File: config.mk
export PLATFORM = sky130hd
export DESIGN_NAME = bitty_fetch
export DESIGN_NICKNAME = d
export VERILOG_FILES = /design/src/rtl/bitty_pkg.sv /design/src/rtl/bitty_next_pc.sv /design/src/rtl/bitty_fetch.sv
export SDC_FILE = /design/constraint.sdc
export NUM_CORES = 1
export LEC_CHECK = 0
export CORE_ASPECT_RATIO = 0.5
export CORE_MARGIN = 5
export CORE_UTILIZATION = 35
export DETAILED_ROUTE_END_ITERATION = 16
export GPL_ROUTABILITY_DRIVEN = 0
export PLACE_DENSITY = 0.62
export SLEW_MARGIN = 10
export SYNTH_ARGS = -nofsm -noshare
export SYNTH_HDL_FRONTEND = slang
export SYNTH_SLANG_ARGS = --single-unit
export TNS_END_PERCENT = 50
File: constraint.sdc
create_clock -name clk -period 1.41 [get_ports clk]
set_input_delay 0.141 -clock clk [delete_from_list [all_inputs] [get_ports clk]]
set_output_delay 0.141 -clock clk [all_outputs]
set_load 0.01 [all_outputs]
File: src/rtl/bitty_pkg.sv
// Shared definitions for the bitty instruction sequencer: formats, compare codes,
// instruction field positions and the fetch state encoding.
package bitty_pkg;

  localparam logic [1:0] FMT_REG = 2'b00;
  localparam logic [1:0] FMT_IMM = 2'b01;
  localparam logic [1:0] FMT_BR  = 2'b10;

  localparam logic [1:0] CMP_EQ = 2'b00;
  localparam logic [1:0] CMP_GT = 2'b01;
  localparam logic [1:0] CMP_LT = 2'b10;

  // Branch condition code that no compare result can match.
  localparam logic [1:0] COND_NEVER = 2'b11;

  localparam int unsigned IMM_MSB  = 12;
  localparam int unsigned IMM_LSB  = 4;
  localparam int unsigned COND_MSB = 3;
  localparam int unsigned COND_LSB = 2;
  localparam int unsigned IMM_W    = IMM_MSB - IMM_LSB + 1;

  typedef enum logic [2:0] {
    StIdle,
    StFetch,
    StIssue,
    StWait,
    StAdv
  } fetch_state_e;

endpackage

File: src/rtl/bitty_next_pc.sv
// Combinational branch resolve: picks the branch immediate when a format-10 condition
// matches the ALU compare result, otherwise the sequential successor of pc.
module bitty_next_pc
  import bitty_pkg::*;
#(
  parameter int unsigned ADDR_W = 9
) (
  input  logic [15:0]       d_inst,
  input  logic [1:0]        cmp,
  input  logic [ADDR_W-1:0] pc,
  output logic [ADDR_W-1:0] next_pc
);

  logic [1:0]       cond;
  logic [IMM_W-1:0] imm;
  logic             taken;
  logic             unused_inst;

  assign unused_inst = ^d_inst[15:IMM_MSB+1];

  always_comb begin
    cond  = d_inst[COND_MSB:COND_LSB];
    imm   = d_inst[IMM_MSB:IMM_LSB];
    taken = (d_inst[1:0] == FMT_BR) && (cond != COND_NEVER) && (cond == cmp);
    // ADDR_W >= IMM_W, so the cast only ever zero-extends.
    next_pc = taken ? ADDR_W'(imm) : pc + 1'b1;
  end

endmodule

File: src/rtl/bitty_fetch.sv
// Instruction sequencer: fetches from instruction memory, issues each word to the CPU
// with a one-cycle run pulse, waits for done, then advances the program counter.
module bitty_fetch
  import bitty_pkg::*;
#(
  parameter int unsigned     ADDR_W   = 9,
  parameter logic [ADDR_W-1:0] RESET_PC = '0
) (
  input  logic              clk,
  input  logic              reset_n,
  input  logic              start,
  input  logic              stop,
  output logic              mem_req,
  output logic [ADDR_W-1:0] mem_addr,
  input  logic              mem_valid,
  input  logic [15:0]       mem_rdata,
  output logic [15:0]       d_inst,
  output logic              run,
  input  logic              done,
  input  logic [1:0]        cmp,
  output logic [ADDR_W-1:0] pc,
  output logic              busy,
  output logic [15:0]       inst_count
);

  fetch_state_e      state;
  logic [ADDR_W-1:0] target;
  logic [ADDR_W-1:0] resolved_pc;

  bitty_next_pc #(
    .ADDR_W (ADDR_W)
  ) u_next_pc (
    .d_inst  (d_inst),
    .cmp     (cmp),
    .pc      (pc),
    .next_pc (resolved_pc)
  );

  assign mem_addr = pc;
  assign busy     = (state != StIdle);

  always_ff @(posedge clk or negedge reset_n) begin
    if (!reset_n) begin
      state      <= StIdle;
      pc         <= RESET_PC;
      target     <= RESET_PC;
      d_inst     <= '0;
      run        <= 1'b0;
      mem_req    <= 1'b0;
      inst_count <= '0;
    end else begin
      run <= 1'b0;
      unique case (state)
        StIdle: begin
          if (start && !stop) begin
            state   <= StFetch;
            mem_req <= 1'b1;
          end
        end
        StFetch: begin
          if (mem_valid) begin
            d_inst  <= mem_rdata;
            mem_req <= 1'b0;
            run     <= 1'b1;
            state   <= StIssue;
          end
        end
        StIssue: state <= StWait;
        StWait: begin
          // cmp is only meaningful in the CPU's final state, so resolve here.
          if (done) begin
            target     <= resolved_pc;
            inst_count <= inst_count + 1'b1;
            state      <= StAdv;
          end
        end
        StAdv: begin
          pc <= target;
          if (stop || !start) begin
            state <= StIdle;
          end else begin
            state   <= StFetch;
            mem_req <= 1'b1;
          end
        end
        default: state <= StIdle;
      endcase
    end
  end

endmodule

== After elaboration in Yosys (flattened, before gate mapping) ==
Cells that the tools add are included.
Cells by class
  eq/ne operators: 11
  reduce and logical (&&, ||, !) cells: 13
  multiplexer cells: 12
  add/sub/neg operators: 2
Operators with widths (count)
  adder 16 x 1 -> 16 bit, second input constant: 1
  one-hot mux 3 bit (5 select lines): 1
  inequality test 2 bit, second input constant: 5
  adder 9 x 1 -> 9 bit, second input constant: 1
  two-way mux 3 bit: 3
  two-way mux 9 bit: 1
  == test 3 x 2 -> 1 bit, second input constant: 2
  two-way mux 1 bit: 6
  nonzero test 3 bit: 2
  AND reduction 2 bit: 2
  AND reduction 4 bit: 1
  == test 3 x 1 -> 1 bit, second input constant: 1
  == test 3 bit, second input constant: 1
  logical AND 1 bit: 3
  zero test 3 bit: 1
  one-hot mux 1 bit (3 select lines): 1
  AND reduction 3 bit: 1
  == test 2 bit: 1
  == test 2 bit, second input constant: 1
  zero test 1 bit: 2
  logical OR 1 bit: 1
Storage, ports and cells
  input bits: 24
  bits in registers: 55
  logic and storage cells: 45

== Depth between registers and ports, before layout ==
Gate-level depths: netlist (run 1).
  depth in word-level cells: 4
  gate-level depth with buffers: 6
  depth with buffers taken out: 5

== Modules after synthesis ==
From an unflattened synthesis (run 1), not the netlist that was laid out.
Second synthesis, totals
  cell total of the unflattened synthesis: 221
  area, all modules: 2613.8 um^2
By module, submodules not included
  bitty_fetch: sequential area each 1376.3 um^2, cells each 186, area an instance 2302.2 um^2, times used 1
  bitty_next_pc: sequential area each 0.0 um^2, cells each 35, area an instance 311.5 um^2, times used 1

== Worst setup path after synthesis (run 1) ==
No wires, ideal clock.
  kind: register -> register
  from: reg state[1]
  to: reg d_inst[10]
  path slack: -28 ps
  arrival time: 1311 ps
  path buffers: 2
  stages on the path, launching flop included: 6
  cells stage by stage: dfrtp_1 buf_2 nand3b_4 nor2_8 buf_6 mux2_1
On the way
  word-level cells in the longest chain between the ends: 2
Ends and longest elaborated chain
  start, declared: RTL line bitty_fetch.sv:26  | fetch_state_e state;
  start signal, assigned: RTL line bitty_fetch.sv:44  | state <= StIdle;
  start signal, assigned: RTL line bitty_fetch.sv:56  | state <= StFetch;
  start signal, assigned: RTL line bitty_fetch.sv:65  | state <= StIssue;
  == test 3 x 1 -> 1 bit: RTL line bitty_fetch.sv:53  | unique case (state)
  AND reduction 2 bit (no line)
  end signal, assigned: RTL line bitty_fetch.sv:62  | d_inst <= mem_rdata;
  end, declared: RTL line bitty_fetch.sv:17  | output logic [15:0] d_inst,
No other way between the ends.
A chain may end at the register's enable or synchronous reset.

== Worst setup path in the final report (run 1) ==
  from: reg d_inst[3]
  to: reg target[4]
On the way
  word-level cells in the longest chain between the ends: 4
Ends and longest elaborated chain
  inequality test 2 bit: RTL line bitty_next_pc.sv:24  | taken = (d_inst[1:0] == FMT_BR) && (cond != COND_NEVER) && (cond == cmp);
  logical AND 1 bit: RTL line bitty_next_pc.sv:24
  logical AND 1 bit *: RTL line bitty_next_pc.sv:24
  two-way mux 9 bit *: RTL line bitty_next_pc.sv:26  | next_pc = taken ? ADDR_W'(imm) : pc + 1'b1;
  end signal, assigned: RTL line bitty_fetch.sv:72  | target <= resolved_pc;
  end, declared: RTL line bitty_fetch.sv:27  | logic [ADDR_W-1:0] target;
Every way passes the cells marked *; elsewhere a longest branch is shown, timed or not.

==> results of run 1 <==
-- cell type report --
type / instances / area (um^2)
inverters: 6 / 30.0
clock inverters: 1 / 5.00
repair inverters: 1 / 6.26
well taps: 96 / 120
clock buffers: 7 / 133
flip-flops and latches: 55 / 1390
fillers: 640 / 3220
multi-input cells: 134 / 1160
repair buffers: 115 / 1140
-- registers in the layout (all words and copies together) (netlist names) --
register,cells
target,9
d_inst,16
state,3
run,1
inst_count,16
mem_addr,9
mem_req,1
-- logic make-up (layout without fill, tap and decap cells) --
family | Yosys count | after routing | synth area share
and+or+nand+nor | 64 | 64 | 0.159
xor gates and xnor gates | 22 | 22 | 0.0757
DFF | 55 | 55 | 0.541
buffers and inverters | 21 | 130 | 0.0526
AOI/OAI and AO/OA | 19 | 19 | 0.0452
muxes | 27 | 27 | 0.117
adders and majority gates | 2 | 2 | 0.00983
-- through the flow --
stage               TNS, ps  area, um^2   util  std cells
floorplan              -179        2580      -        210
global placement      -5730        3540  0.491        389
detailed placement    -6850        3540  0.491        389
CTS                    -227        3740  0.519        404
global route          -2200        3990  0.553        415
finish                 -808        3990  0.553        415
-- power by group through the flow --
stage | combinational, mW | sequential, mW | clock, mW
after global placement | 2.78 | 2.60 | 0
after floorplan | 1.24 | 2.71 | 0
final | 3.14 | 2.59 | 1.18
after detailed placement | 2.83 | 2.62 | 0
after CTS | 2.84 | 2.58 | 1.22
after global routing | 3.39 | 2.68 | 1.29
-- worst max-delay path, delay by kind of cell (launching register included) --
family | cells | cell delay [ps]
buffers and inverters | 1 | 140
AOI/OAI and AO/OA | 2 | 340
and+or+nand+nor | 1 | 310
muxes | 1 | 200
DFF | 1 | 410
-- per-layer routing --
| metal | routed length (um) | up-vias | track usage |
|---|---|---|---|
| li1 | - | 939 | - |
| met1 | 2940 | 959 | 0.186 |
| met2 | 3060 | 45 | 0.219 |
| met3 | 276 | 2 | 0.0344 |
| met4 | 36 | 0 | 0.0342 |
| met5 | 0 | - | 0 |
-- timing repair --
item,4_1_cts,5_1_grt
cloned,0,3
setup buffers,6,8
endpoints found under the setup margin,60,50
hold endpoints to repair,9,0
pin swaps,5,13
hold buffers,1,0
gates resized for setup,38,48
-- cells in the final DEF (no fill, tap or decap), types with 6 or more instances in the layout --
cell type / synthesis / final
dfrtp_1: 55 / 45
clkdlybuf4s50_1: 0 / 37
buf_4: 12 / 29
nand2_1: 20 / 20
mux2_4: 0 / 20
dlygate4sd2_1: 0 / 19
xnor2_1: 18 / 18
dlymetal6s2s_1: 0 / 18
dfrtp_2: 0 / 10
nand4_1: 8 / 8
clkbuf_16: 0 / 6
-- worst max-delay path by stage --
stage / startpoint / to / slack (ps) / depth (start not counted)
after floorplan: state[1] / d_inst[10] / -20 / 5
after global placement: cmp[0] / target[5] / -270 / 6
after detailed placement: cmp[0] / target[6] / -360 / 6
after CTS: d_inst[3] / target[6] / -40 / 5
after global routing: d_inst[3] / target[4] / -180 / 5
final: d_inst[3] / target[4] / -100 / 5
==> reports/metrics.cfg, run 1 <==
[sta]
finalHoldViolCount = 0
final-max-slew-violation-count = 0
layout_setup_ws_ps = -98.3
rsz0062_at_grt = true
holdWs_ps = 249
fmaxAchievable_mhz = 663
max-slew-margin-rel = 0.826
finalCritPeriodShare = 1.07
finalCriticalPeriod_ps = 1510
setup_violations = 16
skew_ps = 4.52
worst_slew_pin_slew_ps = 257

[run_status]
violations = negative setup slack
status = finished, violations left

[setup_path]
r2r-end = target[4]
critical_path_class = reg -> reg
cp_data_required_time_ps = 1580
worstPathMaxFanout = 8
timing.critical_path.slowest_stage_cell = dfrtp_1
path_cells = nor4bb_1, a32o_2, buf_12, mux2i_2, o21ai_1
worstSetupStartpointType = flip-flop
rr_worst_depth = 5
crit_arrival_ps = 1680
crit_path_end_kind = flip-flop
worstReg2RegStart = d_inst[3]
r2r_slack_ps = -100
slowest_delay_ps = 410

[floorplan]
core_um2 = 7210
die_w_um = 131
start_util = 0.353
die-area_um2 = 9180
die_y_um = 70.3
io-pin-count = 77
rows = 22

[logic_synthesis]
ys_top_cells_by_count = 55 x dfrtp_1, 20 x nand2_1, 18 x xnor2_1, 15 x mux2_2, 12 x buf_4
async_flop_share = 1.00
synth_fp_nets = 236
ys_top_cells_by_area = dfrtp_1 54%, mux2_2 6.6%, xnor2_1 6.2%
synth-seq-cells = 55
synth_top_area_cell = dfrtp_1
synth.most_common_cell = dfrtp_1
synth-edff-count = 0
seq_area_frac_synth = 0.541
syn_inst = 210
yosysWarnings = 0
yosysTopAreaCellShare = 0.541
ys_types = 40
ys.flop_type = dfrtp_1
synth_area_um2 = 2540
syn_avg_cell_area_um2 = 12.1

[global_route]
grt_max_degree = 47
first_global_vias = 2011
grt_use_total = 0.137
grt_pass1_wl_mm = 10.1
grt_overflow = 0
antenna_found_initial = 0

[clock_tree]
cts_inserted_buffers = 5
htreeDepth = 2
cts_buffer_depth = 2
cts_tree = yes
cts_sinks = 55
path_clk_slew_ps = 70
cts_root_buf = clkbuf_16
clock_latency_ps = 290

[pwr]
internal_power_mw = 4.68
switchingPower_mw = 2.23
sw_frac_of_total = 0.323
leakage_nw = 2.06
p_total_mw = 6.92
powerDensity_nw_per_um2 = 1730
irDropWorstVdd_v = 0.000785
sequentialPowerShare = 0.375
clkPwrFrac = 0.171
combPwrFrac = 0.454

[drt]
num_vias = 1945
drt_first_pass_iters = 4
route.antenna.remaining_nets = 0
route.detailed.drc = 0
drt-initial-drc-count = 76
via_per_inst = 4.69
wl_per_cell_um = 15.2
wirelength_mm = 6.31

[layout]
diodes = 0
layout.nets = 344
layout-drive-gt1-share = 0.307
areaGrowthSynthToFinish_pct = 56.7

[placed_design]
hpwl_mm = 4.32
pre_cts_ws_ps = -358
portBuffers = 76

[job]
maxCapViolations = 0

[min_path]
min_path_type = in -> async

(Power assumes the default switching activity.)
==> run 2, diff against run 1 <==
- PLACE_DENSITY: 0.62 -> 0.74
==> reports/metrics.cfg, run 2 (synthesis results as in run 1) <==
[layout]
fillers = 619  ; was 640
multi_input_area_um2 = 1150  ; was 1160 um^2
seq_area_um2 = 1390  ; about the same
layout_common_cells = 47 x dfrtp_1, 38 x clkdlybuf4s50_1, 28 x buf_4, 27 x dlygate4sd2_1  ; was 45 x dfrtp_1, 37 x clkdlybuf4s50_1, 29 x buf_4, 20 x nand2_1, 20 x mux2_4
diodes = 0  ; unchanged
final_common_cell = dfrtp_1  ; unchanged
reg_top3 = d_inst (16), inst_count (16)  ; unchanged
layout.nets = 344  ; unchanged
layout-drive-gt1-share = 0.295  ; was 0.307
fin_area_um2 = 3960  ; was 3990 um^2
areaGrowthSynthToFinish_pct = 55.5  ; was 56.7%

[sta]
finalCritPeriodShare = 1.06  ; was 1.07
final-max-slew-violation-count = 0  ; unchanged
tns_ps = -596  ; was -808 ps
setup_violations = 10  ; was 16
max-slew-margin-rel = 0.693  ; was 0.826
fmaxAchievable_mhz = 669  ; was 663 MHz
layout_setup_ws_ps = -85.6  ; was -98.3 ps
finalHoldViolCount = 0  ; unchanged
holdWs_ps = 324  ; was 249 ps
finalCriticalPeriod_ps = 1500  ; was 1510 ps
worst_slew_pin_slew_ps = 461  ; was 257 ps
rsz0062_at_grt = true  ; unchanged
skew_ps = 6.39  ; was 4.52 ps

[pwr]
irDropWorstVdd_v = 0.000847  ; was 0.000785 V
combPwrFrac = 0.452  ; was 0.454
clkPwrFrac = 0.176  ; was 0.171
powerDensity_nw_per_um2 = 1760  ; was 1730 nW/um^2
switchingPower_mw = 2.28  ; was 2.23 mW
internal_power_mw = 4.69  ; was 4.68 mW
sw_frac_of_total = 0.327  ; was 0.323
sequentialPowerShare = 0.372  ; was 0.375
leakage_nw = 1.93  ; was 2.06 nW

[drt]
route.detailed.drc = 0  ; unchanged
wirelength_mm = 6.55  ; was 6.31 mm
num_vias = 1957  ; was 1,945
drt_first_pass_iters = 4  ; unchanged
via_per_inst = 4.72  ; was 4.69
drt-initial-drc-count = 91  ; was 76
route.antenna.remaining_nets = 0  ; unchanged
wl_per_cell_um = 15.8  ; was 15.2 um

[placed_design]
hpwl_mm = 4.53  ; was 4.32 mm
dpl_cell_area_um2 = 3560  ; was 3540 um^2
portBuffers = 76  ; unchanged
pre_cts_ws_ps = -335  ; was -358 ps

[global_route]
grtUsageMet1 = 0.176  ; was 0.186
grt_pass1_wl_mm = 10.3  ; was 10.1 mm
top_usage_layer = met2  ; unchanged
grt_overflow = 0  ; unchanged
grt_use_total = 0.140  ; was 0.137
antenna_found_initial = 0  ; unchanged
grt.met2_usage = 0.246  ; was 0.219
grt_util_met3 = 0.0306  ; was 0.0344
grt_max_degree = 20  ; was 47
first_global_vias = 1980  ; was 2,011

[floorplan]
start_util = 0.353  ; unchanged
rows = 22  ; unchanged
die_w_um = 131  ; unchanged
core_um2 = 7210  ; unchanged
die_y_um = 70.3  ; unchanged
die-area_um2 = 9180  ; unchanged
io-pin-count = 77  ; unchanged

[setup_path]
timing.critical_path.slowest_stage_cell = dfrtp_1  ; unchanged
worstSetupStartpointType = flip-flop  ; unchanged
cp_data_required_time_ps = 1600  ; was 1580 ps
crit_arrival_ps = 1680  ; about the same
critPathTopFamily = flip-flops  ; unchanged
crit_path_end_kind = flip-flop  ; unchanged
critical_path_class = reg -> reg  ; unchanged
worstPathMaxFanout = 6  ; was 8
cp.buffers_inverters = 1  ; unchanged
path_cells = nor4bb_1, a32o_2, buf_12, mux2i_1, o21ai_1  ; was nor4bb_1, a32o_2, buf_12, mux2i_2, o21ai_1
slowest_delay_ps = 400  ; was 410 ps

[clock_tree]
cts_buffer_depth = 2  ; unchanged
cts_inserted_buffers = 5  ; unchanged
clock_latency_ps = 290  ; about the same
path_clk_slew_ps = 70  ; about the same
cts_sinks = 55  ; unchanged
cts_tree = yes  ; unchanged
cts_root_buf = clkbuf_16  ; unchanged
htreeDepth = 2  ; unchanged

[run_status]
status = finished, violations left  ; unchanged
violations = negative setup slack  ; unchanged

[job]
maxCapViolations = 0  ; unchanged

[min_path]
min_path_type = in -> async  ; unchanged

-- run 2: cell count changes in the layout (fill, tap and decap cells not counted), sizes merged --
cell	before	now
dlymetal6s2s	18	9
clkdlybuf4s50	37	38
dlygate4sd2	19	27
inv	7	6
clkinvlp	0	1
clkbuf	8	7
buf	39	40
-- run 2: cell type report --
| type | instances | share of cell area |
|---|---|---|
| timing repair buffer | 116 | 0.285 |
| clock inverter | 2 | 0.00316 |
| clock buffer | 6 | 0.0326 |
| tap | 96 | 0.0304 |
| inverter | 6 | 0.00696 |
| sequential | 55 | 0.350 |
| multi-input combinational | 134 | 0.292 |
-- run 2: stage by stage --
stage	total power [mW]	std cells	utilization
CTS	6.71	407	0.523
floorplan	3.95	210	-
finish	6.97	415	0.549
global placement	5.38	392	0.494
global route	7.37	415	0.549
detailed placement	5.48	392	0.494
-- run 2: path summary, 6_finish.rpt --
path                                      from        endpoint  slack, ps  cells past startpoint
min in group clk                 mem_rdata[11]      d_inst[11]        460                      2
worst min register to register  inst_count[15]  inst_count[15]        480                      1
max in group asynchronous              reset_n     mem_addr[2]        430                      3
worst max register to register       d_inst[3]       target[3]        -90                      5
worst max-delay path                 d_inst[3]       target[3]        -90                      5
worst min-delay path                   reset_n   inst_count[3]        320                      2
-- run 2: repair_timing --
action	CTS	global route
endpoints found under the hold margin	17	0
buffers inserted	7	8
gates cloned	0	2
pin swaps	8	9
hold buffers	1	0
resized for setup	46	34
endpoints found under the setup margin	66	44
-- run 2: layer usage --
layer  up-vias  share of wire
met5         -              0
li1        935              -
met3         7          0.030
met2        33           0.53
met1       982           0.43
met4         0         0.0090
-- run 2: power groups by stage --
stage / Combinational [mW] / Clock (mW) / Sequential [mW]
finish: 3.15 / 1.23 / 2.59
global route: 3.39 / 1.31 / 2.67
CTS: 2.87 / 1.26 / 2.58
detailed placement: 2.87 / 0 / 2.61
global placement: 2.79 / 0 / 2.59
floorplan: 1.24 / 0 / 2.71
-- run 2: worst register-to-register path, cell delays in order, from the launching register on --
cell,delay [ps]
dfrtp_1,400
nor4bb_1,300
a32o_2,290
buf_12,140
mux2i_1,190
o21ai_1,70
==> patch (flow settings as in run 2) <==
`ADDR_W` is set to 9 in 2 places; all go to 8.
--- a/src/rtl/bitty_next_pc.sv
+++ b/src/rtl/bitty_next_pc.sv
@@ -3,7 +3,7 @@
 module bitty_next_pc
   import bitty_pkg::*;
 #(
-  parameter int unsigned ADDR_W = 9
+  parameter int unsigned ADDR_W = 8
 ) (
   input  logic [15:0]       d_inst,
   input  logic [1:0]        cmp,
--- a/src/rtl/bitty_fetch.sv
+++ b/src/rtl/bitty_fetch.sv
@@ -3,7 +3,7 @@
 module bitty_fetch
   import bitty_pkg::*;
 #(
-  parameter int unsigned     ADDR_W   = 9,
+  parameter int unsigned     ADDR_W   = 8,
   parameter logic [ADDR_W-1:0] RESET_PC = '0
 ) (
   input  logic              clk,
Ports: changed (resized mem_addr and pc); port bits go from 77 to 75. No check against the original RTL was run, so the function may have changed too.
==> patch against run 2 <==
The flow still finishes with violations (negative setup slack); sequential cell count decreased by 2; setup slack improved by 0.020 ns; critical path type unchanged; routed wire length decreased by 6.0%; total power decreased by 0.70%; sequential share of layout area increased by 0.13 points; synthesized cell count decreased by 3.8%; worst hold slack improved by 0.022 ns; synthesized area decreased by 5.1%; cell area decreased by 4.0%; fmax increased by 1.3%.
==> patch: results (changes against run 2) <==
The share of synthesized area spent on multiplexers was 11.91% (+0.21 points). By count the netlist is led by 53 x sky130_fd_sc_hd__dfrtp_1, 22 x sky130_fd_sc_hd__mux2_2, 22 x sky130_fd_sc_hd__nand2_1. The share of the synthesized area in compound gates (AO/OA/AOI/OAI) was 3.573% (-0.95 points); the synthesized-area fraction occupied by xor and xnor cells was 7.975% (+0.40 points). The detailed-route vias per instance is 4.777 (+1.3%), and the total nets after synthesis is 228 (-3.4%). The flow ran to the end, but the final reports show violations.

The tools report the distinct cell type count after synthesis as 31 (-23%). The proportion of layout cells with a drive suffix above 1 is 29.64% (+0.17 points), and the count of input and output buffers is 74 (-2.6%). For the peak supply drop, the log shows 688.4 uV (-19%). For the total global-route track usage, the log shows 13.99% (-0.037 points). The tools report the routed wire length on met2 as 3288 um (-5.3%). Ranked by total cell area, the synthesized netlist is headed by sky130_fd_sc_hd__dfrtp_1 55%, sky130_fd_sc_hd__mux2_2 10%, sky130_fd_sc_hd__xnor2_1 5.8%. The run gives 0.002452 ns (-0.003942 ns) as the clock skew. Number of enable-type register cells in the synthesized netlist: 0 (unchanged). The worst hold slack was 0.3462 ns (+0.02244 ns); the biggest fanout along the worst timing path was 8 (+2).

The tools report the first-pass GRT wire length as 9660 um (-6.3%). The run gives 117 (+29%) as the number of DRC markers after the initial detailed-route iteration. The logs give 1963 (-0.86%) for the via count of the first global-routing pass and 0.29 ns (about the same) for the clock latency on the worst-skew pair. For the static power due to leakage, the log shows 1.923 nW (-0.60%).

The wire length per cell is 15.44 um (-2.2%). The setup-violating endpoint count in the final report came out at 30 (+20). The maximum number of pins on one net before global-route repair is 35 (+75%).

Arrival time at the worst endpoint: 1.65 ns (-0.03 ns). The adder and majority gate portion of the synthesized area came out at 1.036% (+0.052 points). The share of synthesized area occupied by flip-flops and latches was 54.89% (+0.81 points); the worst-margin pin slew was 0.4671 ns (+0.006108 ns). The setup slack of the critical path after layout was -0.06569 ns (+0.01988 ns); the cell area after placement was 3452 um^2 (-3.1%).

The routed metal-1 wire length is 2589 um (-8.4%). The checks that failed: negative setup slack.
[patch: logic make-up after synthesis]
kind of cell    Yosys count
simple gates             67
flops                    53
buf+inv                  18
compound gates           14
mux                      26
fa+ha+maj                 2
xor+xnor                 22
[patch: timing repair]
item,CTS,global route
hold buffers,1,0
setup buffers,4,2
setup endpoints to repair,70,48
hold endpoints to repair,19,0
resized for setup,46,31
pin swaps,5,6
[patch: metal layers]
layer,GRT usage [%],vias to the layer above
met2,26.11,33
met5,0,-
met3,2.692,9
li1,-,900
met1,16.44,964
met4,5.214,0
[patch: power breakdown]
group          switching (mW)  leakage (nW)  total, mW  internal (mW)
registers               0.478         0.675       2.52           2.04
clock network           0.545        0.0831       1.43          0.886
logic                    1.20          1.16       2.97           1.76
total                    2.23          1.92       6.92           4.69
[patch: layout make-up]
class,count,area (um^2)
clock buffers,6,138.9
clock inverters,2,37.54
fillers,529,2900
inverters,4,18.77
multi-input cells,131,1086
flip-flops and latches,53,1336
well taps,92,115.1
repair buffers,111,1067
[patch: path summary, 6_finish.rpt]
path                                 from        endpoint  depth (start not counted)
max                             d_inst[3]       target[0]                          5
min                               reset_n      d_inst[13]                          2
max reg2reg                     d_inst[3]       target[0]                          5
min reg2reg                inst_count[15]  inst_count[15]                          1
max in group asynchronous         reset_n        state[1]                          3
min in group clk             mem_rdata[0]       d_inst[0]                          3
[patch: metrics by stage]
step           setup WS (ns)  std cells
6_report            -0.06569        399
5_1_grt              -0.1407        399
4_1_cts             -0.05234        397
3_5_place_dp         -0.3093        384
3_3_place_gp         -0.2576        384
2_1_floorplan       -0.06680        202
